===== src/rtl/vga_timing_pkg.sv =====
// vga_timing_pkg: 1024x768 VGA timing constants and frame scheduler state encoding
package vga_timing_pkg;
   localparam int H_TOTAL             = 1344;
   localparam int V_TOTAL             = 806;
   localparam int V_BLNK_START        = 768;
   localparam int DEF_LAST_START_LINE = 800;
   localparam logic [0:0] IDLE  = 1'b0;
   localparam logic [0:0] GRANT = 1'b1;
endpackage


===== src/rtl/frame_tick_divider.sv =====
// frame_tick_divider: vblnk edge detection, frame counting and game-tick division
module frame_tick_divider (
   input  logic        clk,
   input  logic        rst,
   input  logic        vblnk,
   input  logic [3:0]  speed_div,
   output logic        vb_fall,
   output logic        tick_due,
   output logic [15:0] frame_cnt
);
   logic       vblnk_d;
   logic       vb_rise;
   logic [3:0] div_cnt;
   logic [3:0] div_max;
   assign vb_rise  = vblnk & ~vblnk_d;
   assign vb_fall  = ~vblnk & vblnk_d;
   assign div_max  = (speed_div == 4'd0) ? 4'd1 : speed_div;
   assign tick_due = vb_rise && ({1'b0, div_cnt} + 5'd1 >= {1'b0, div_max});
   always_ff @(posedge clk or negedge rst)
      if (!rst) begin
         vblnk_d   <= 1'b0;
         div_cnt   <= '0;
         frame_cnt <= '0;
      end else begin
         vblnk_d <= vblnk;
         if (vb_rise) begin
            frame_cnt <= frame_cnt + 16'd1;
            div_cnt   <= tick_due ? 4'd0 : div_cnt + 4'd1;
         end
      end
endmodule


===== src/rtl/vga_frame_scheduler.sv =====
// vga_frame_scheduler: grants game-logic engines one at a time during vblank, once per game tick
module vga_frame_scheduler
   import vga_timing_pkg::*;
#(
   parameter int N_CLIENTS       = 4,
   parameter int LAST_START_LINE = DEF_LAST_START_LINE,
   parameter int CW              = $clog2(N_CLIENTS)
) (
   input  logic                 clk,
   input  logic                 rst,
   input  logic                 vblnk,
   input  logic [15:0]          vcount,
   input  logic                 enable,
   input  logic [3:0]           speed_div,
   input  logic [N_CLIENTS-1:0] client_en,
   input  logic [N_CLIENTS-1:0] done,
   input  logic                 clr_overrun,
   output logic [N_CLIENTS-1:0] req,
   output logic                 tick,
   output logic                 busy,
   output logic                 overrun,
   output logic [15:0]          frame_cnt,
   output logic [CW-1:0]        cur_client
);
   logic [0:0]           state;
   logic [CW-1:0]        idx;
   logic [N_CLIENTS-1:0] en_q;
   logic                 vb_fall, tick_due, start, late, last, advance, set_ovr;
   frame_tick_divider u_div (
      .clk       (clk),
      .rst       (rst),
      .vblnk     (vblnk),
      .speed_div (speed_div),
      .vb_fall   (vb_fall),
      .tick_due  (tick_due),
      .frame_cnt (frame_cnt)
   );
   assign busy       = state == GRANT;
   assign cur_client = idx;
   assign start      = tick_due && enable && state == IDLE;
   assign late       = {16'd0, vcount} > LAST_START_LINE;
   assign last       = idx == CW'(N_CLIENTS - 1);
   // a disabled client is skipped; an enabled one advances only on its own done
   assign advance    = (req == '0 && !en_q[idx]) || (req[idx] && done[idx]);
   assign set_ovr    = (busy && vb_fall) || (start && late) || (tick_due && busy);
   always_ff @(posedge clk or negedge rst)
      if (!rst) begin
         state   <= IDLE;
         idx     <= '0;
         en_q    <= '0;
         req     <= '0;
         tick    <= 1'b0;
         overrun <= 1'b0;
      end else begin
         tick    <= start && !late;
         overrun <= set_ovr || (overrun && !clr_overrun);
         if (state == IDLE) begin
            if (start && !late) begin
               state <= GRANT;
               idx   <= '0;
               en_q  <= client_en;
            end
         end else if (vb_fall) begin
            state <= IDLE;
            idx   <= '0;
            req   <= '0;
         end else begin
            if (req == '0 && en_q[idx]) req <= N_CLIENTS'(1) << idx;
            if (advance) begin
               req   <= '0;
               idx   <= last ? '0 : idx + CW'(1);
               state <= last ? IDLE : GRANT;
            end
         end
      end
endmodule


===== config.mk =====
export PLATFORM = sky130hd
export DESIGN_NAME = vga_frame_scheduler
export DESIGN_NICKNAME = d
export VERILOG_FILES = /design/src/rtl/vga_timing_pkg.sv /design/src/rtl/frame_tick_divider.sv /design/src/rtl/vga_frame_scheduler.sv
export SDC_FILE = /design/constraint.sdc
export NUM_CORES = 1
export LEC_CHECK = 0
export BUFFER_PORTS_ARGS = -buffer_cell sky130_fd_sc_hd__buf_2
export CORE_MARGIN = 10
export CORE_UTILIZATION = 50
export CTS_BUF_LIST = sky130_fd_sc_hd__clkbuf_16
export CTS_CLUSTER_DIAMETER = 50
export DETAILED_ROUTE_END_ITERATION = 10
export GPL_TIMING_DRIVEN = 0
export PLACE_DENSITY = 0.79
export SLEW_MARGIN = 10
export SYNTH_ARGS = -nofsm -noshare
export SYNTH_HDL_FRONTEND = slang
export SYNTH_SLANG_ARGS = --single-unit

===== constraint.sdc =====
create_clock -name clk -period 8 [get_ports clk]
set_clock_uncertainty 0.2 [all_clocks]
set_input_delay 1.6 -clock clk [delete_from_list [all_inputs] [get_ports clk]]
set_output_delay 1.6 -clock clk [all_outputs]
set_load 0.02 [all_outputs]

; ---- After elaboration in Yosys (flattened, before gate mapping)
; Cells that the tools add are included.
[word_totals]
n_memories = 0
rom_bits = 0
output_inout_bits = 25
mem_bits_rw = 0
register_bits = 34
latch_bits = 0
inputBits = 33
[op_classes]
addsub = 4
eq_ne = 2
n_mux = 21
bitwise_logic = 5
magnitude_cmp = 3
mul = 0
n_div = 0
n_shift = 1
n_reduce_logical = 25
[op_table]
columns = operator, n
row1 = $mux W4, 5
row2 = $add A16 B1 Y16 const B, 1
row3 = $gt A16 B10 Y1 const B, 1
row4 = $logic_and A1 B1 Y1, 11
row5 = $mux W2, 5
row6 = $logic_not A4 Y1, 2
row7 = $mux W1, 8
row8 = $bmux W1 S2, 3
row9 = $reduce_and A2 Y1, 3
row10 = $add A4 B1 Y5 const B, 1
row11 = $ge A5 B4 Y1, 1
row12 = $add A4 B1 Y4 const B, 1
row13 = $logic_or A1 B1 Y1, 4
row14 = $shl A1 B2 Y4 const A, 1
row15 = $logic_not A1 Y1, 3
row16 = $lt A2 B3 Y1 const B, 1
row17 = $ne A3 B1 Y1 const B, 1
row18 = $not A1 Y1, 3
row19 = $reduce_bool A3 Y1, 1
row20 = $add A2 B1 Y2 const B, 1
row21 = $and A1 B1 Y1, 2
row22 = $eq A2 B2 Y1 const B, 1
row23 = $reduce_bool A2 Y1, 1

; ---- Depth between registers and ports, before layout
[depth]
depth_word = 10
ltp_mapped = 9
mapped_depth_nobuf = 8

; ---- By module
; A second synthesis with hierarchy kept.
[unflattened]
hier_cells = 173
area_unflattened_um2 = 1809.2
[by_module_without_submodules]
columns = module, area_per_inst_um2, instances, cells_per_inst, seq_area_each_um2
row1 = frame_tick_divider, 1093.5, 1, 105, 525.5
row2 = vga_frame_scheduler, 715.7, 1, 68, 325.3

; ---- Worst setup path before layout
; No wires, ideal clock.
[synth_timing]
kind = input-to-reg
start = input port speed_div[2]
end = register en_q[0]
path_slack_ns = 4.263
setup_time_ns = 0.125
path_stages = 9
arrival_ns = 3.412
n_path_buf = 1
path_cell_list = inv_1 > a31o_2 > ha_1 > nand2b_1 > a211oi_1 > o21a_1 > or4_1 > buf_6 > mux2_4
[synth_between]
elab_chain_len = 8
[synth_rtl]
columns = item, line
row1 = from (decl), vga_frame_scheduler.sv:14  ; input logic [3:0] speed_div,
row2 = $logic_not A4 Y1, frame_tick_divider.sv:17  ; assign div_max = (speed_div == 4'd0) ? 4'd1 : speed_div;
row3 = $mux W4 (*), frame_tick_divider.sv:17
row4 = $ge A5 B4 Y1 (*), frame_tick_divider.sv:18  ; assign tick_due = vb_rise && ({1'b0, div_cnt} + 5'd1 >= {1'b0, div_max});
row5 = $logic_and A1 B1 Y1 (*), frame_tick_divider.sv:18
row6 = $logic_and A1 B1 Y1 (*) (2 in series), vga_frame_scheduler.sv:40  ; assign start = tick_due && enable && state == IDLE;
row7 = $logic_and A1 B1 Y1 (*), vga_frame_scheduler.sv:58  ; if (start && !late) begin
row8 = $reduce_and A2 Y1 (no line) (*), n/a
row9 = to (signal assigned), vga_frame_scheduler.sv:61  ; en_q <= client_en;
row10 = to (decl), vga_frame_scheduler.sv:27  ; logic [N_CLIENTS-1:0] en_q;
; Mark *: on every way between the ends. The rest lies on a longest branch, timed or not.
; A chain may end at the register's enable or synchronous reset.

; ---- Worst setup path after layout
[layout_timing]
start = input port speed_div[2]
end = register en_q[2]
; The elaborated chain is that of the path after synthesis.

==> results <==
- The flow ran to the end, and the final reports show no timing, DRC or antenna violations.
- dfrtp_1 takes more of the synthesized area than any other cell.
- The time the worst path needs with I/O delays and setup is 3.63 ns.
- The post-synthesis async set-or-reset flop share is between 90% and 100%.
- Synthesis produced a netlist with a net count of 208.
- The register area share after synthesis is between 40 and 50%.
- The die is 79.3 um tall.
- The kind of end point of the critical path is a flip-flop.
- The number of maximum-capacitance constraint violations is 0.
- The number of buffers inserted by port buffering is 57.
- In the global route stage, overall resource usage came out at around 14%.
- The startpoint identified for the worst hold timing path is u_div.frame_cnt[6].
- The switching power share of the total is between 30% and 40%.
- The clock net in this run drives a total of 34 sinks.
- Gates resized during post-CTS repair numbered 0.
- The count of pins on the block boundary is 58.
- Before antenna repair, the detailed router went through 5 iterations.
- For the worst setup path, the data required time is about 8 ns.
- The register-to-register path setup slack is roughly 5.3 ns.
- From left edge to right edge, the die measures roughly 79 um.
- The final cycle utilization of the critical path is between 40% and 50%.
- After technology mapping, the gate count stands at 165.
- Of the post-synthesis cell area, the dominant cell type holds between 40% and 50%.
- Setup repair after global routing left no endpoint under its margin.
- The number of buffers inserted during clock tree synthesis is 5.
- After global routing the overflow that remains totals 0.
- The number of library cell types mapped by synthesis is 38.
- The hold violation count in the final report came to 0.
- The share of power burned in registers is a little over two fifths.
- The final-stage net count is between 200 and 300.
- The static leakage is about 1.2 nW.
- The final RePlAce weighted congestion is 0.807.
- In this run the worst path has a maximum fanout of 7.
- The count of filler cells inserted in the layout is just under 300.
- A synthesized cell averages between 10 and 15 um2.
- The clock reaches the later pin of the worst-skew pair after about 0.28 ns.
- After the first detailed-routing iteration, the DRC count stood at 55.
- The slew at the pin with the worst max-slew slack is 0.740 ns.
- Data arrives at the worst endpoint at between 3 and 4 ns.
- The most used flip-flop cell after synthesis is dfrtp_1.
- The TritonCTS clock tree is built.
- Once the clock tree was built, the setup fixing pass inserted 0 buffers.
- The worst slew margin relative to its limit is a little over 50%.
- After the flow finishes, the layout carries non-filler instances totaling around 280.
- In this run the remaining antenna-violating nets after routing total 0.
- The top achievable clock speed is between 200 and 300 MHz.
- The area of the core is roughly 3400 um2.
- The number of global-route vias before repair is around 1500.
- After detailed placement, the design holds a cell count of approximately 270.
- In this run, synthesis inferred 0 flip-flops with an integrated enable.
- No sink is reached through more buffers than the 2 on the longest clock path.
- For this run, design rule violations remaining after detail routing come to 0.
- The wire length per cell after detailed routing is ~14 um.
- VDD sags by at most 0.131 mV.
- The routed layout has ~1400 vias.
- The first global-routing pass estimated 6930 um of wire.
- The synthesized netlist occupies a cell area of around 1800 um2.
- The initial antenna violation count is 0.
- The clock tree synthesis step divided the H-tree into 2 levels.
- Row generation in the floorplan step produced 21 rows.
- The cell area after placement is roughly 2100 um2.
- Per report_power, the combinational group accounts for between 20% and 30% of the total.
- The startpoint type of the worst setup path is an input port.
- The die covers ~6300 um2.
- The register clock-pin slew on the reported worst setup and hold paths is around 0.05 ns.
- The worst register-to-register path begins at u_div.div_cnt[0].
- Entering global routing, the biggest net connects 35 pins.
- The final wirelength is ~3900 um.
- In the routed layout, each cell is associated on average with a via count of approximately 5.2.
- The setup path with the least slack is of type input port to flip-flop.
- The library cell used as clock root buffer is clkbuf_16.
- Cells with a size suffix above 1 make up 31.7% of the layout.
- Sorting the synthesized cells by area gives the leading types as dfrtp_1 48%, ha_1 7.1%, nand2_1 6.8%, xnor2_1 6.5%, mux2_4 3.4%.
- Once layout is done, the placed cells without fillers occupy approximately 2200 um2.
- The internal cell power is 0.000365 W.
- Setup violations remaining at the end of the flow were counted as 0.
- For this run, the number of Yosys warnings is 0.
- The initial utilization of the core area, before any placement, comes to 52.3%.
- The number of buffers inserted for hold repair after clock tree synthesis is 0.
- The total inserted antenna cells is 0.
- The net switching power is 0.000170 W.
- Relative to the synthesized area, the layout overhead comes to 27.3%.
- Counting flops and latches in the post-synthesis netlist gives 34.
- Power spread over the standard cell area amounts to approximately 240 nW/um2.
- The count of pins over their slew limit is 0.
- Tracing the worst setup path back leads to its startpoint at speed_div[2].
- The total negative slack for setup checks is 0 ns.
- The wire-length estimate of the detail-placed layout is between 3000 and 4000 um.
- The clock network burns approximately a third of the power.
- The path class of the tightest hold or removal check is flip-flop to flip-flop.
==> layer usage <==
| metal | share of wire, % | vias to the layer above | global-route usage [%] | wire length (um) |
|---|---|---|---|---|
| li1 | - | 705 | - | - |
| met1 | 44 | 665 | 15.3 | 1690 |
| met2 | 47 | 51 | 21.9 | 1830 |
| met3 | 7.8 | 5 | 5.18 | 302 |
| met4 | 1.6 | 0 | 6.27 | 63 |
| met5 | 0 | - | 0 | 0 |
==> final timing paths <==
check                                     endpoint  cells past startpoint
worst min-delay path            u_div.frame_cnt[6]                      1
worst max register to register             en_q[2]                      8
worst min register to register  u_div.frame_cnt[6]                      1
max in group asynchronous                  en_q[3]                      1
min in group asynchronous                   req[1]                      1
worst max-delay path                       en_q[2]                     10
==> layout make-up <==
cell class | instances | area (um2) | area share (%)
buffer | 3 | 18.8 | 0.838
tap | 46 | 57.6 | 2.57
sequential | 34 | 851 | 38.0
multi-input combinational | 121 | 863 | 38.5
timing repair buffer | 57 | 285 | 12.7
clock inverter | 3 | 12.5 | 0.559
clock buffer | 5 | 125 | 5.59
inverter | 7 | 26.3 | 1.17
==> cell usage after synthesis, types with 2 or more instances <==
cell type,count
nand3_1,7
clkbuf_1,2
nor3_1,3
or4_1,2
and3_1,2
xor2_1,4
xnor2_1,13
mux4_2,2
mux2_4,4
nand2b_1,3
o21ai_0,3
a31o_1,2
nand2_1,32
nand4_1,5
a22o_1,4
mux2i_1,2
inv_1,7
dfrtp_1,34
ha_1,10
nor2_1,6
==> cell families (layout without fill, tap and decap cells) <==
logic type | after synthesis | after routing | synth area share [%]
AOI/OAI and AO/OA | 19 | 19 | 8.04
xor gates and xnor gates | 17 | 17 | 8.46
adders and majority gates | 10 | 10 | 7.11
buffers and inverters | 10 | 75 | 2.56
DFF | 34 | 34 | 48.4
muxes | 8 | 8 | 7.11
and+or+nand+nor | 67 | 67 | 18.4
==> power groups by stage <==
stage	clock [W]	sequential (W)	combinational, W
after floorplan	0	0.000242	0.0000713
after global placement	0	0.000229	0.000127
after detailed placement	0	0.000230	0.000132
after CTS	0.000181	0.000227	0.000134
after global routing	0.000190	0.000232	0.000150
final	0.000178	0.000227	0.000131
==> state kept, by name (all words and copies together), names as in the netlist <==
register / cells
cur_client: 2
busy: 1
u_div.frame_cnt: 16
overrun: 1
req: 4
u_div.div_cnt: 4
en_q: 4
tick: 1
u_div.vblnk_d: 1
==> through the flow <==
step / total power [W] / util (%) / worst slack (ns) / hold WS, ns
2_1_floorplan: 0.000314 / - / 4.26 / 0.273
4_1_cts: 0.000542 / 66.6 / 4.37 / 0.282
5_1_grt: 0.000572 / 66.6 / 4.28 / 0.303
3_5_place_dp: 0.000362 / 62.5 / 4.09 / 0.263
3_3_place_gp: 0.000357 / 62.5 / 4.10 / 0.260
6_report: 0.000536 / 66.6 / 4.37 / 0.276
==> layout by cell type, fill, tap and decap left out, types with 2 or more instances in the layout <==
master,netlist,routed
mux2i_1,2,2
nand2b_1,3,3
nand3_1,7,7
xnor2_1,13,13
a31o_1,2,2
buf_2,0,57
a22o_1,4,4
nand2_1,32,32
nor2_1,6,6
clkbuf_1,2,2
mux2_4,4,4
mux4_2,2,2
o21ai_0,3,3
ha_1,10,10
nand4_1,5,5
nor3_1,3,3
clkbuf_16,0,5
dfrtp_1,34,34
inv_1,7,8
and3_1,2,2
xor2_1,4,4
or4_1,2,2
==> critical path, stage by stage <==
cell and delay [ns]:
buf_2 0.07, inv_1 0.04, a31o_2 0.24, ha_1 0.26
nand2b_1 0.09, a211oi_1 0.07, o21a_1 0.26, or4_1 0.50
buf_6 0.16, mux2_4 0.29
Power figures use the tool's default switching activity.
